==> src/rtl/quad_gate_tester.sv <==
// quad_gate_tester: functional tester for quad 2-input gate parts
// (7400 NAND, 7402 NOR, 7408 AND, 7486 XOR). It walks the four input
// vectors {B,A} = 00,01,10,11 across all four gates. For each vector it
// waits SETTLE_CYCLES clocks, then compares every gate output with the
// expected function. The result is returned as Done plus RSLT.
//
// Optional feature: define QGT_PER_GATE_EN to add the fail_vec[3:0] output,
// which reports which gate failed. The default build reports only the
// aggregate result.
//
// state    | meaning
// ---------+-----------------------------------------------------------
// S_IDLE   | pads released, waiting for Run high
// S_APPLY  | vector on the input pins, settle counter loaded
// S_SETTLE | counting down settle time, inputs still driven
// S_SAMPLE | outputs compared, failures accumulated, next vector chosen
// S_DONE   | pads released, Done/RSLT held until Run goes low
module quad_gate_tester #(
  parameter int SETTLE_CYCLES = 50,
  parameter int CTR_W         = 16
) (
  input  logic        Clk,
  input  logic        Reset,
  input  logic        Run,
  input  logic [1:0]  gate_sel,
  input  logic [14:1] pin_in,
  output logic [14:1] pin_out,
  output logic [14:1] pin_oe,
  output logic        Done,
  output logic        RSLT,
  output logic [1:0]  state_o,
  output logic [1:0]  input_o
`ifdef QGT_PER_GATE_EN
  ,
  output logic [3:0]  fail_vec
`endif
);

  typedef enum logic [2:0] {
    S_IDLE,
    S_APPLY,
    S_SETTLE,
    S_SAMPLE,
    S_DONE
  } state_t;

  // Input-pin masks for the two pinout families (bit n = DIP pin n).
  localparam logic [14:1] MASK_NOR = 14'b00110110110110;
  localparam logic [14:1] MASK_STD = 14'b01101100011011;

`ifdef QGT_PER_GATE_EN
  localparam int FW = 4;
`else
  localparam int FW = 1;
`endif

  state_t            r_state;
  logic [1:0]        r_sel;
  logic [1:0]        r_vec;
  logic [CTR_W-1:0]  r_ctr;
  logic [FW-1:0]     r_fail;
  logic [14:1]       r_pin_out;
  logic [14:1]       r_pin_oe;
  logic              r_done;
  logic              r_rslt;

  logic [3:0]        w_y;
  logic              w_exp;
  logic [3:0]        w_mis;
  logic [FW-1:0]     w_mis_acc;
  logic              w_unused_pins;

  // Drive pattern for vector vec on the input pins of part sel.
  function automatic logic [14:1] f_drive(input logic [1:0] sel, input logic [1:0] vec);
    logic [14:1] d;
    d = '0;
    if (sel == 2'b01) begin
      d[2]  = vec[0]; d[3]  = vec[1];
      d[5]  = vec[0]; d[6]  = vec[1];
      d[8]  = vec[0]; d[9]  = vec[1];
      d[11] = vec[0]; d[12] = vec[1];
    end else begin
      d[1]  = vec[0]; d[2]  = vec[1];
      d[4]  = vec[0]; d[5]  = vec[1];
      d[10] = vec[0]; d[9]  = vec[1];
      d[13] = vec[0]; d[12] = vec[1];
    end
    return d;
  endfunction

  // Expected gate output for part sel with inputs a, b.
  function automatic logic f_gate(input logic [1:0] sel, input logic a, input logic b);
    logic y;
    case (sel)
      2'b00:   y = ~(a & b);
      2'b01:   y = ~(a | b);
      2'b10:   y = a & b;
      default: y = a ^ b;
    endcase
    return y;
  endfunction

  // Gather the four outputs (gate 1 in bit 0) and flag mismatches for the current vector.
  always_comb begin
    w_y = '0;
    if (r_sel == 2'b01) begin
      w_y = {pin_in[13], pin_in[10], pin_in[4], pin_in[1]};
    end else begin
      w_y = {pin_in[11], pin_in[8], pin_in[6], pin_in[3]};
    end
    w_exp = f_gate(r_sel, r_vec[0], r_vec[1]);
    w_mis = w_y ^ {4{w_exp}};
  end

`ifdef QGT_PER_GATE_EN
  assign w_mis_acc = w_mis;
  assign fail_vec  = r_fail;
`else
  assign w_mis_acc = |w_mis;
`endif

  // Pins that are only ever inputs to the part, or supplies, are never sampled.
  assign w_unused_pins = ^{pin_in[14], pin_in[12], pin_in[9], pin_in[7], pin_in[5], pin_in[2]};

  // Test sequencer; reset aborts any test and releases the pads on the same edge.
  always_ff @(posedge Clk) begin
    if (!Reset) begin
      r_state   <= S_IDLE;
      r_sel     <= 2'b00;
      r_vec     <= 2'b00;
      r_ctr     <= '0;
      r_fail    <= '0;
      r_pin_out <= '0;
      r_pin_oe  <= '0;
      r_done    <= 1'b0;
      r_rslt    <= 1'b0;
    end else begin
      case (r_state)
        S_IDLE: begin
          if (Run) begin
            r_sel     <= gate_sel;
            r_fail    <= '0;
            r_vec     <= 2'b00;
            r_done    <= 1'b0;
            r_rslt    <= 1'b0;
            r_pin_oe  <= (gate_sel == 2'b01) ? MASK_NOR : MASK_STD;
            r_pin_out <= f_drive(gate_sel, 2'b00);
            r_state   <= S_APPLY;
          end
        end
        S_APPLY: begin
          r_ctr   <= CTR_W'(SETTLE_CYCLES - 1);
          r_state <= S_SETTLE;
        end
        S_SETTLE: begin
          if (r_ctr == '0) begin
            r_state <= S_SAMPLE;
          end else begin
            r_ctr <= r_ctr - CTR_W'(1);
          end
        end
        S_SAMPLE: begin
          r_fail <= r_fail | w_mis_acc;
          if (r_vec != 2'b11) begin
            r_vec     <= r_vec + 2'd1;
            r_pin_out <= f_drive(r_sel, r_vec + 2'd1);
            r_state   <= S_APPLY;
          end else begin
            r_done    <= 1'b1;
            r_rslt    <= ~|(r_fail | w_mis_acc);
            r_pin_oe  <= '0;
            r_pin_out <= '0;
            r_state   <= S_DONE;
          end
        end
        S_DONE: begin
          if (!Run) begin
            r_done  <= 1'b0;
            r_rslt  <= 1'b0;
            r_state <= S_IDLE;
          end
        end
        default: r_state <= S_IDLE;
      endcase
    end
  end

  // Debug state encoding: APPLY and SETTLE share one code.
  always_comb begin
    state_o = 2'd0;
    case (r_state)
      S_APPLY, S_SETTLE: state_o = 2'd1;
      S_SAMPLE:          state_o = 2'd2;
      S_DONE:            state_o = 2'd3;
      default:           state_o = 2'd0;
    endcase
  end

  assign pin_out = r_pin_out;
  assign pin_oe  = r_pin_oe;
  assign Done    = r_done;
  assign RSLT    = r_rslt;
  assign input_o = r_vec;

endmodule

==> config.mk <==
export PLATFORM = sky130hd
export DESIGN_NAME = quad_gate_tester
export DESIGN_NICKNAME = d
export VERILOG_FILES = /design/src/rtl/quad_gate_tester.sv
export SDC_FILE = /design/constraint.sdc
export NUM_CORES = 1
export LEC_CHECK = 0
export CORE_AREA = 4 4 72 74
export DETAILED_ROUTE_END_ITERATION = 7
export DIE_AREA = 0 0 76 78
export GPL_TIMING_DRIVEN = 0
export PLACE_DENSITY = 0.74
export SYNTH_ARGS = -nofsm -noshare
export SYNTH_HDL_FRONTEND = slang
export SYNTH_SLANG_ARGS = --single-unit
==> constraint.sdc <==
create_clock -name Clk -period 1.85 [get_ports Clk]
set_clock_uncertainty 0.2 [all_clocks]
set_input_delay 0.2775 -clock Clk [delete_from_list [all_inputs] [get_ports Clk]]
set_output_delay 0.2775 -clock Clk [all_outputs]
set_load 0.02 [all_outputs]
# [After elaboration in Yosys (flattened, before gate mapping)]
# Index checks and enable logic that the tools add are counted.
[word_totals] register_bits=54 in_bits=19
[op_classes] add_sub_neg=2 n_eq_ne=14 n_mux=31 bitwise_logic=7 reduce_logical=16
[ops] operator="$pmux W14 S2" n=2
[ops] operator="$mux W14" n=3
[ops] operator="$pmux W16 S2" n=1
[ops] operator="$mux W13" n=2
[ops] operator="$logic_not A16 Y1" n=1
[ops] operator="$mux W16" n=1
[ops] operator="$sub A16 B1 Y16 const B" n=1
[ops] operator="$pmux W3 S5" n=1
[ops] operator="$ne A2 B2 Y1 const B" n=7
[ops] operator="$mux W3" n=4
[ops] operator="$pmux W1 S3" n=3
[ops] operator="$reduce_and A3 Y1" n=3
[ops] operator="$mux W1" n=8
[ops] operator="$eq A3 B2 Y1 const B" n=2
[ops] operator="$pmux W2 S3" n=1
[ops] operator="$reduce_and A2 Y1" n=3
[ops] operator="$eq A2 B1 Y1 const B" n=2
[ops] operator="$mux W2" n=2
[ops] operator="$mux W4" n=1
[ops] operator="$pmux W2 S2" n=1
[ops] operator="$reduce_and A4 Y1" n=1
[ops] operator="$reduce_bool A2 Y1" n=2
[ops] operator="$reduce_or A4 Y1" n=1
[ops] operator="$xor A4 B4 Y4" n=1
[ops] operator="other kinds (14)" n=16

# [Logic depth before layout (Yosys ltp)]
# Gate-level depths: netlist of run 1.
[depth] ltp_word=9 mapped_depth=7 mapped_depth_nobuf=7

# [Least setup slack after synthesis of run 1]
# No wires, ideal clock.
[synth_timing] kind="reg-to-reg" from="reg r_vec[0], in the netlist input_o[0]" to="reg r_rslt, in the netlist RSLT" setup_ns=0.101 t_arrival_ns=1.627 t_required_ns=1.549 setup_slack_ns=-0.078 path_stages_with_launch=8 path_buffers=0 synth_period_minus_slack_ns=1.928 cell_sequence="dfxtp_1 inv_1 ha_1 mux2i_1 mux2i_1 mux2i_1 a21oi_1 o41ai_1"
[synth_via] elab_chain_len=9
[synth_rtl] item="start: declaration" line="59" text="logic [1:0] r_vec;"
[synth_rtl] item="start signal: assignment" line="165" text="r_vec <= r_vec + 2'd1;"
[synth_rtl] item="$or A1 B1 Y1 or $and A1 B1 Y1 (tied branches)" line="96, 95, 97"
[synth_rtl] item="$not A1 Y1 (on tied branches)" line="96, 95"
[synth_rtl] item="$pmux W1 S3" line="94" text="case (sel)"
[synth_rtl] item="$xor A4 B4 Y4" line="112" text="w_mis = w_y ^ {4{w_exp}};"
[synth_rtl] item="$reduce_or A4 Y1" line="119" text="assign w_mis_acc = |w_mis;"
[synth_rtl] item="$or A1 B1 Y1" line="170" text="r_rslt <= ~|(r_fail | w_mis_acc);"
[synth_rtl] item="$logic_not A1 Y1" line="170"
[synth_rtl] item="$mux W1" line="164" text="if (r_vec != 2'b11) begin"
[synth_rtl] item="$pmux W1 S3" line="138" text="case (r_state)"
[synth_rtl] item="end signal: assignment" line="170"
[synth_rtl] item="end: declaration" line="65" text="logic r_rslt;"
# Several ways; a longest one is shown, not always the timed one. The select of a mux whose other input is x is not followed.
# A chain may end at the register's enable or synchronous reset.

# [Worst setup path in the final report of run 1]
[layout_timing] from="reg r_ctr[2]" to="reg r_ctr[11]"
[layout_via] elab_chain_len=3
[layout_rtl] item="start: declaration" line="60" text="logic [CTR_W-1:0] r_ctr;"
[layout_rtl] item="start signal: assignment" line="152" text="r_ctr <= CTR_W'(SETTLE_CYCLES - 1);"
[layout_rtl] item="start signal: assignment" line="159" text="r_ctr <= r_ctr - CTR_W'(1);"
[layout_rtl] item="$sub A16 B1 Y16 or $logic_not A16 Y1 (tied branches)" line="159, 156"
[layout_rtl] item="$mux W16 or $ne A2 B2 Y1 (tied branches)"
[layout_rtl] item="$pmux W16 S2 or $reduce_and A2 Y1 (tied branches)"
# Several ways; a longest one is shown, not always the timed one. The select of a mux whose other input is x is not followed.

==> results by group, run 1 <==
Synthesis
  • Syn Area/Cell: between 8 and 9 um2
  • Largest family of logic cells by synthesized area: simple AND/OR/NAND/NOR gates
  • Post-synth EDFFs: 0
  • Post-synthesis mux area share: 0.0331
  • Distinct cell type count after synthesis: between 40 and 50
  • Synth top cells by count: 34 x dfxtp_1, 27 x nor2_1, 20 x buf_4
  • Share of async-settable or async-resettable flops after synthesis: 0
  • Syn Std Cell Area: roughly 0.0019 mm2
  • Adder-Cell Fraction of Synth Area: 0.0265
  • Synth warnings: 0
  • Synth Instances: approximately 230
  • Share of the synthesized area in the top cell type: 0.361
  • Sequential share of the synthesized area: 0.361
  • Simple-Gate Fraction of Synth Area: 0.280
  • Ranking of synthesized cells by area: dfxtp_1 36%, buf_4 8.0%, nor2_1 5.4%, a21oi_1 5.0%, xor2_1 3.7%
  • Count leader, synth: dfxtp_1
  • Synthesized-area fraction occupied by xor and xnor cells: 0.0464
  • Area leader, netlist: dfxtp_1
  • Compound-Gate Fraction of Synth Area: 0.146
  • Seq cells post-synth: 34
  • Most common flop cell mapped by yosys: dfxtp_1

Drt
  • DR vias: between 1500 and 2000
  • DRC: 0
  • Wire length per cell: ~15 um
  • ANT nets after route: 0
  • Detailed Route WL: a little over 5000 um
  • 1st-iter DRT viols: around 130
  • Via-to-Cell Ratio: 5.36
  • Initial DRT Pass Iterations: 4

Layout
  • Fillers: 379
  • Share of cells above drive strength 1: 0.327
  • Sequential cell area: 702 um2
  • Post-route cell area: 0.00281 mm2
  • Multi-input logic area: roughly 0.0012 mm2
  • Antenna cells: 0
  • Layout area overhead: 48.6%
  • Final nets: 319

Floorplanning
  • CORE AREA: 0.00460 mm2
  • Die X: 76 um
  • Die height: 78 um
  • I/O pin total: 53
  • DIE AREA: 0.00593 mm2
  • Cell Rows: 25
  • Initial Utilization: 0.411

Critical path
  • Setup CP Type: flip-flop to flip-flop
  • Worst Path Required: around 1.9 ns
  • Worst setup SP type: flip-flop
  • Worst EP arrival: between 1.5 and 2 ns
  • Worst-path fanout max: 5
  • Crit. End Element: flip-flop

Timing
  • Final Max Tran Viols: 0
  • Period utilization: 1.05
  • Setup slack after layout: -0.100 ns
  • Slew margin rel.: 0.645
  • Min Clock Period, post-route: 1.95 ns
  • RSZ-0062 raised after global routing: true
  • Setup violations, final: 9
  • Fmax: approximately 510 MHz
  • Setup tns final: -0.474 ns
  • Final hold violations: 0
  • Worst Tran Pin Value: approximately 0.53 ns

Power and ir drop
  • Total power draw: between 4 and 5 mW
  • Net load switching power: between 1.5 and 2 mW
  • Switching part of the total: 0.412
  • PD cells: between 1500 and 2000 mW/mm2
  • Logic pwr share: 0.598
  • Clock share of power: 0.134
  • Max VDD drop: approximately 0.7 mV
  • Static leakage: ~1.2 nW
  • P_int: around 2.5 mW
  • Sequential power share: 0.268

CTS
  • H-tree levels: 2
  • Clock slew at reported path FFs: 0.07 ns
  • CTS Buf Count: 5
  • Max Root-Sink Buffers: 2
  • Clk root buf: clkbuf_8
  • Clock Latency Late Sink: around 0.28 ns
  • Clk sinks: 34
  • CTS tree: yes

Placement
  • Port Buffer Count: 42
  • DP Wirelength: 3220 um
  • Placed instance area: 0.00239 mm2
  • Pre-CTS setup slack: -0.470 ns
  • GP Congestion: 0.817

Status
  • Status: finished with violations
  • Failing checks: negative setup slack

Global routing
  • Largest net degree at the start of global routing: 11
  • Initial antenna violation count: 0
  • First-pass GRT wire length: 8400 um
  • Tot GR Track Use: 0.171
  • Vias in the first global route: approximately 1800
  • Grt ovf: 0

Flow run
  • Max_cap viols: 0

Min path
  • Hold crit path type: flip-flop to flip-flop
worst max-delay path, cell delays in order (launching register included):
cell	delay, ns
dfxtp_4	0.34
or4_4	0.56
nor3_4	0.16
o21ai_2	0.12
or3_1	0.37
a21oi_2	0.13
through the flow:
stage,util,instances,hold WS (ns)
floorplan,-,235,0.216
CTS,0.593,350,0.267
finish,0.610,351,0.265
detailed placement,0.519,331,0.248
global placement,0.519,331,0.240
global route,0.610,351,0.282
kinds of logic after synthesis:
group,after synthesis
compound gates,47
xor+xnor,10
fa+ha+maj,4
buf+inv,33
flops,34
mux,6
other cells,1
simple gates,97
cells in the final DEF, fill, tap and decap left out, types with 3 or more instances in the layout:
master,count
buf_4,32
nor2_1,24
dfxtp_1,23
clkdlybuf4s50_1,22
a21oi_1,17
dlygate4sd2_1,12
o21ai_0,11
nand2_1,9
xor2_1,8
dfxtp_2,8
nand3_1,7
or3_1,6
clkbuf_8,6
dlymetal6s2s_1,6
nor4_1,5
nor2b_1,4
nor3_1,4
nand4_1,4
mux2i_1,4
conb_1,4
clkbuf_2,3
nand2b_1,3
nand2_2,3
clkbuf_1,3
o21ai_2,3
nor2_2,3
or2_2,3
or3_4,3
a32oi_1,3
ha_4,3
dfxtp_4,3
what timing repair did:
action,4_1_cts,5_1_grt
hold buffers,0,0
gates cloned,1,0
setup endpoints to repair,41,27
resized for setup,70,23
pin swaps,16,7
buffers inserted,11,1
registers in the layout, indices dropped and copies added, names as in the netlist:
name,cells
Done,1
r_fail,1
r_sel,2
r_state,3
pin_oe,3
pin_out,5
RSLT,1
input_o,2
r_ctr,16
cell type report:
class                   instances  area share
well taps                      54      0.0241
clock inverters                 1     0.00178
repair buffers                 54       0.186
flip-flops and latches         34       0.250
plain buffers                  26      0.0669
multi-input cells             169       0.430
inverters                       6     0.00981
clock buffers                   7      0.0308
path summary, 6_finish.rpt:
kind / from / depth (start not counted) / endpoint / slack (ns)
setup reg to reg: r_ctr[2] / 5 / r_ctr[11] / -0.10
hold / removal: r_fail / 1 / RSLT / 0.26
hold reg to reg: r_fail / 1 / RSLT / 0.26
setup / recovery: r_ctr[2] / 5 / r_ctr[11] / -0.10
routing by layer:
metal	GRT usage	vias up	part of all wire
li1	-	933	-
met1	0.205	879	0.44
met2	0.296	62	0.49
met3	0.0394	6	0.054
met4	0.0623	0	0.014
met5	0	-	0
power groups by stage:
| stage | registers [mW] | logic, mW | clock network, mW |
|---|---|---|---|
| global route | 1.16 | 2.72 | 0.617 |
| detailed placement | 1.08 | 1.56 | 0 |
| global placement | 1.07 | 1.53 | 0 |
| CTS | 1.12 | 2.17 | 0.576 |
| finish | 1.14 | 2.55 | 0.569 |
| floorplan | 1.05 | 1.17 | 0 |
Power figures use the tool's default switching activity.
==> run 2, diff against run 1 <==
--- a/config.mk
+++ b/config.mk
@@ -5,11 +5,11 @@
 export SDC_FILE = /design/constraint.sdc
 export NUM_CORES = 1
 export LEC_CHECK = 0
-export CORE_AREA = 4 4 72 74
+export CORE_AREA = 4 4 68 70
 export DETAILED_ROUTE_END_ITERATION = 7
-export DIE_AREA = 0 0 76 78
+export DIE_AREA = 0 0 72 74
 export GPL_TIMING_DRIVEN = 0
-export PLACE_DENSITY = 0.74
+export PLACE_DENSITY = 0.78
 export SYNTH_ARGS = -nofsm -noshare
 export SYNTH_HDL_FRONTEND = slang
 export SYNTH_SLANG_ARGS = --single-unit
==> constraint.sdc (replaced) <==
create_clock -name Clk -period 2.3 [get_ports Clk]
set_clock_uncertainty 0.2 [all_clocks]
set_input_delay 0.345 -clock Clk [delete_from_list [all_inputs] [get_ports Clk]]
set_output_delay 0.345 -clock Clk [all_outputs]
set_load 0.02 [all_outputs]
==> results by group, run 2 (same netlist as run 1, synthesis figures left out) <==
Timing
  • Final Max Tran Viols: 0 (unchanged)
  • Setup violations, final: 0 (-9)
  • Final hold violations: 0 (unchanged)
  • Fmax: 475 MHz
  • Min Clock Period, post-route: approximately 2.1 ns
  • Slew margin rel.: 0.655 (+0.0105)
  • Worst Tran Pin Value: 0.517 ns (-0.0158 ns)
  • Setup slack after layout: 0.194 ns (+0.294 ns)
  • Period utilization: 0.916
  • RSZ-0062 raised after global routing: false
  • Final hold slack: 0.253 ns (-0.0121 ns)

Drt
  • Wire length per cell: 12.8 um (-13%)
  • Via-to-Cell Ratio: 5.27 (-1.6%)
  • ANT nets after route: 0 (unchanged)
  • DR vias: 1750 (-6.9%)
  • DRC: 0 (unchanged)
  • Detailed Route WL: 4240 um (-18%)
  • 1st-iter DRT viols: 63 (-50%)
  • Initial DRT Pass Iterations: 4 (unchanged)

Floorplanning
  • Die height: 74 um (-5.1%)
  • Cell Rows: 23 (-8.0%)
  • Initial Utilization: 0.475 (+0.0648)
  • CORE AREA: 0.00397 mm2 (-14%)
  • DIE AREA: 0.00533 mm2 (-10%)
  • I/O pin total: 53 (unchanged)
  • Die X: 72 um (-5.3%)

Global routing
  • Grt ovf: 0 (unchanged)
  • Tot GR Track Use: 0.170 (-0.00125)
  • Initial antenna violation count: 0 (unchanged)
  • First-pass GRT wire length: 7070 um (-16%)
  • Vias in the first global route: 1615 (-9.8%)
  • Largest net degree at the start of global routing: 13 (+2)

Layout
  • Most frequent cells in the layout: 40 x clkdlybuf4s50_1, 32 x dfxtp_1, 27 x nor2_1
  • Antenna cells: 0 (unchanged)
  • Final nets: 305 (-4.4%)
  • Max reg flops: 16 (unchanged)
  • Reg with most FFs: r_ctr
  • Share of cells above drive strength 1: 0.149 (-0.178)
  • Commonest non-fill, non-tap cell in the layout: clkdlybuf4s50_1
  • Non-filler cells in the finished layout: 332 (-5.4%)
  • Layout area overhead: 31.9%

Critical path
  • Worst-path fanout max: 10 (+5)
  • Worst EP arrival: 1.56 ns (-0.40 ns)
  • Crit path launch: r_state[0]
  • FF-to-FF Start: r_ctr[0]
  • Setup CP Type: flip-flop to output pin
  • Worst path slowest cell: dfxtp_2
  • Reg2reg path depth: 7 (+2)
  • Setup crit end: state_o[1]
  • R2R setup slack: 0.20 ns (+0.30 ns)
  • FF-to-FF End: r_ctr[3]
  • Worst setup SP type: flip-flop
  • Worst path max stage delay: 0.41 ns (-0.15 ns)
  • Worst path cell trace: nor2b_2 -> nand2_1 -> o21ai_0 -> dlygate4sd2_1
  • Worst Path Required: 1.75 ns (-0.11 ns)
  • Crit. End Element: output pin

CTS
  • CTS tree: yes
  • H-tree levels: 2 (unchanged)
  • Clk root buf: clkbuf_8
  • Clock Latency Late Sink: 0.29 ns (about the same)
  • Max Root-Sink Buffers: 2 (unchanged)
  • Clk sinks: 34 (unchanged)
  • CTS Buf Count: 5 (unchanged)
  • Hold Buf Count CTS: 0 (unchanged)
  • Clock slew at reported path FFs: 0.07 ns (about the same)

Placement
  • GP Congestion: 0.828 (+1.4%)
  • DP Wirelength: 3250 um (+0.98%)
  • Port Buffer Count: 42 (unchanged)
  • DP Cell Count: 327 (-1.2%)
  • Pre-CTS setup slack: -0.106 ns (+0.364 ns)

Power and ir drop
  • Static leakage: 0.991 nW (-21%)
  • Total power draw: 2.67 mW (-37%)
  • PD cells: 1070 mW/mm2 (-29%)
  • Max VDD drop: 0.598 mV (-14%)

Flow run
  • Max_cap viols: 0 (unchanged)

Status
  • Status: completed

Min path
  • Hold crit path type: flip-flop to flip-flop
-- run 2: cell types whose count changed in the layout (fill, tap and decap cells not counted), sizes merged --
cell and change:
clkdlybuf4s50 +18, o21ai -1, clkinv -1, clkbuf -1, dlymetal6s2s -6, buf -15, dlygate4sd2 -10, bufinv +1
-- run 2: worst min-delay path by stage --
stage | start | endpoint | slack, ns | cells after the start
3_5_place_dp | r_fail | RSLT | 0.25 | 1
3_3_place_gp | r_fail | RSLT | 0.24 | 1
6_report | r_fail | RSLT | 0.25 | 1
5_1_grt | r_fail | RSLT | 0.27 | 1
2_1_floorplan | r_fail | RSLT | 0.22 | 1
4_1_cts | r_fail | RSLT | 0.25 | 1
-- run 2: where the power goes --
| part | internal [mW] | switching [mW] | leakage (nW) | total [mW] |
|---|---|---|---|---|
| Combinational | 0.551 | 0.695 | 0.657 | 1.25 |
| Sequential | 0.719 | 0.145 | 0.277 | 0.864 |
| Clock | 0.346 | 0.212 | 0.0573 | 0.558 |
| Total | 1.62 | 1.05 | 0.991 | 2.67 |
-- run 2: routing by layer --
metal | GRT usage | share of wire | routed length (um) | vias up
li1 | - | - | - | 898
met1 | 0.218 | 0.47 | 2000 | 797
met2 | 0.260 | 0.45 | 1910 | 47
met3 | 0.0473 | 0.054 | 227 | 8
met4 | 0.0919 | 0.022 | 95 | 0
met5 | 0 | 0 | 0 | -
-- run 2: worst max-delay path: cells and delay by family, from the launching register on --
family	cells	cell delay [ns]
AO/OA/AOI/OAI	1	0.11
buffers and inverters	1	0.36
flip-flops	1	0.41
AND/OR/NAND/NOR	2	0.39
-- run 2: repair_timing --
item,in CTS,in global routing
endpoints found under the setup margin,2,0
setup buffers,0,0
gates resized for setup,6,0
-- run 2: layout make-up --
| cell class | count | area [um2] |
|---|---|---|
| Fill cell | 361 | 1480 |
| Clock inverter | 1 | 30.0 |
| Sequential cell | 34 | 683 |
| Buffer | 25 | 170 |
| Tap cell | 50 | 62.6 |
| Clock buffer | 6 | 82.6 |
| Inverter | 6 | 22.5 |
| Multi-Input combinational cell | 168 | 1020 |
| Timing Repair Buffer | 42 | 418 |
-- run 2: through the flow --
stage	cell area, um2	utilization	TNS (ns)
floorplan	1900	-	0
global placement	2380	0.600	-0.135
detailed placement	2380	0.600	-0.164
CTS	2490	0.627	0
global route	2490	0.627	0
finish	2490	0.627	0
==> run 3, diff against run 2 <==
==> constraint.sdc (replaced) <==
create_clock -name Clk -period 2.65 [get_ports Clk]
set_clock_uncertainty 0.2 [all_clocks]
set_input_delay 0.3975 -clock Clk [delete_from_list [all_inputs] [get_ports Clk]]
set_output_delay 0.3975 -clock Clk [all_outputs]
set_load 0.02 [all_outputs]
==> results by group, run 3 (same netlist as run 1, synthesis figures left out) <==
Timing
  • Final hold violations: 0 (unchanged)
  • Min Clock Period, post-route: approximately 2.5 ns
  • Setup tns final: 0 ns (unchanged)
  • Setup violations, final: 0 (unchanged)
  • Final Max Tran Viols: 0 (unchanged)
  • Final hold slack: 0.253 ns (unchanged)
  • Setup slack after layout: 0.156 ns (-0.0372 ns)
  • Fmax: around 400 MHz
  • Period utilization: 0.941
  • Worst Tran Pin Value: 0.517 ns (unchanged)
  • RSZ-0062 raised after global routing: false
  • Slew margin rel.: 0.655 (unchanged)

Floorplanning
  • Cell Rows: 23 (unchanged)
  • DIE AREA: 0.00533 mm2 (unchanged)
  • CORE AREA: 0.00397 mm2 (unchanged)
  • Die height: 74 um (unchanged)
  • Die X: 72 um (unchanged)
  • I/O pin total: 53 (unchanged)
  • Initial Utilization: 0.475 (unchanged)

CTS
  • Clock slew at reported path FFs: 0.07 ns (about the same)
  • Max Root-Sink Buffers: 2 (unchanged)
  • H-tree levels: 2 (unchanged)
  • Clock Latency Late Sink: 0.29 ns (about the same)
  • Clk root buf: clkbuf_8
  • Hold Buf Count CTS: 0 (unchanged)
  • Clk sinks: 34 (unchanged)
  • CTS Buf Count: 5 (unchanged)
  • CTS tree: yes

Global routing
  • First-pass GRT wire length: 7070 um (unchanged)
  • Grt ovf: 0 (unchanged)
  • Met3 Use GR: 0.0473 (unchanged)
  • Tot GR Track Use: 0.170 (unchanged)
  • Vias in the first global route: 1615 (unchanged)
  • Initial antenna violation count: 0 (unchanged)
  • Largest net degree at the start of global routing: 13 (unchanged)
  • GR Util met2: 0.260 (unchanged)
  • GRT Max-Usage Layer: met2
  • GR Layer Usage met1: 0.218 (unchanged)

Layout
  • Final nets: 305 (unchanged)
  • Fillers: 359 (-0.55%)
  • Reg with most FFs: r_ctr
  • Commonest non-fill, non-tap cell in the layout: clkdlybuf4s50_1
  • Antenna cells: 0 (unchanged)
  • Layout area overhead: 32.0% (about the same)
  • Post-route cell area: 0.00249 mm2 (about the same)
  • Fin util: 0.628 (about the same)
  • Multi-input logic area: 0.00102 mm2 (unchanged)
  • Most frequent cells in the layout: 42 x clkdlybuf4s50_1, 33 x dfxtp_1, 27 x nor2_1
  • Share of cells above drive strength 1: 0.145 (-0.00355)
  • Non-filler cells in the finished layout: 332 (unchanged)
  • Sequential cell area: 682 um2 (-0.18%)
  • Max reg flops: 16 (unchanged)

Drt
  • 1st-iter DRT viols: 63 (unchanged)
  • Initial DRT Pass Iterations: 4 (unchanged)
  • Wire length per cell: 12.8 um (about the same)
  • Via-to-Cell Ratio: 5.28 (+0.17%)
  • DR vias: 1753 (+0.17%)
  • DRC: 0 (unchanged)
  • Detailed Route WL: 4230 um (about the same)
  • ANT nets after route: 0 (unchanged)

Power and ir drop
  • PD cells: 932 mW/mm2 (-13%)
  • Total power draw: 2.32 mW (-13%)
  • Max VDD drop: 0.522 mV (-13%)
  • Static leakage: 0.983 nW (-0.81%)

Critical path
  • FF-to-FF End: r_ctr[3]
  • Worst-path fanout max: 12 (+2)
  • Worst setup SP type: flip-flop
  • Worst path cell trace: nand2b_1 -> nor2b_1 -> o22ai_1 -> clkdlybuf4s50_1
  • Worst Path Required: 2.05 ns (+0.30 ns)
  • Worst path max stage delay: 0.64 ns (+0.23 ns)
  • Worst EP arrival: 1.90 ns (+0.34 ns)
  • Setup CP Type: flip-flop to output pin
  • Crit path launch: r_state[2]
  • Worst path slowest cell: clkdlybuf4s50_1
  • Reg2reg path depth: 7 (unchanged)
  • Crit. End Element: output pin
  • R2R setup slack: 0.55 ns (+0.35 ns)
  • FF-to-FF Start: r_ctr[0]

Placement
  • Placed instance area: 0.00238 mm2 (unchanged)
  • DP Wirelength: 3250 um (unchanged)
  • GP Congestion: 0.828 (unchanged)
  • DP Cell Count: 327 (unchanged)
  • Pre-CTS setup slack: 0.192 ns (+0.298 ns)
  • Port Buffer Count: 42 (unchanged)

Status
  • Status: completed

Flow run
  • Max_cap viols: 0 (unchanged)

Min path
  • Hold Path Depth: 1 (unchanged)
  • Hold path startpoint: r_fail
  • WHS Endpoint: RSLT
  • Hold crit path type: flip-flop to flip-flop
run 3: cell count changes in the layout (fill, tap and decap cells not counted), sizes merged:
cell | previous run | this run
clkdlybuf4s50 | 40 | 42
dlygate4sd2 | 2 | 0
run 3: worst max path at each step:
stage / slack [ns] / cells after the start / to
5_1_grt: 0.02 / 4 / state_o[0]
4_1_cts: 0.06 / 4 / state_o[1]
3_3_place_gp: 0.19 / 5 / state_o[1]
6_report: 0.16 / 4 / state_o[0]
2_1_floorplan: 0.72 / 7 / RSLT
3_5_place_dp: 0.19 / 5 / state_o[1]
run 3: layer usage:
layer  wire length (um)  share of wire
met5                  0              0
met2               1910           0.45
met1               2010           0.47
met3                219          0.052
met4                 95          0.022
run 3: worst max-delay path: cells and delay by family, from the launching register on:
family / cells / cell delay (ns)
buffers and inverters: 1 / 0.64
AOI/OAI and AO/OA: 1 / 0.17
and+or+nand+nor: 2 / 0.25
DFF: 1 / 0.55
run 3: area by class of cell:
type | instances | area share
Buffer | 25 | 0.0683
Timing Repair Buffer | 42 | 0.169
Sequential cell | 34 | 0.274
Clock buffer | 6 | 0.0331
Clock inverter | 1 | 0.0120
Tap cell | 50 | 0.0251
Multi-Input combinational cell | 168 | 0.410
Inverter | 6 | 0.00904
run 3: timing repair:
action | in CTS | in global routing
pin swaps | 0 | 0
setup buffers | 0 | 0
endpoints found under the setup margin | 2 | 2
gates resized for setup | 1 | 3
run 3: power breakdown:
group,leakage [nW],switching [mW],internal [mW]
registers,0.277,0.126,0.624
logic,0.649,0.605,0.484
clock network,0.0573,0.184,0.301
total,0.983,0.914,1.41
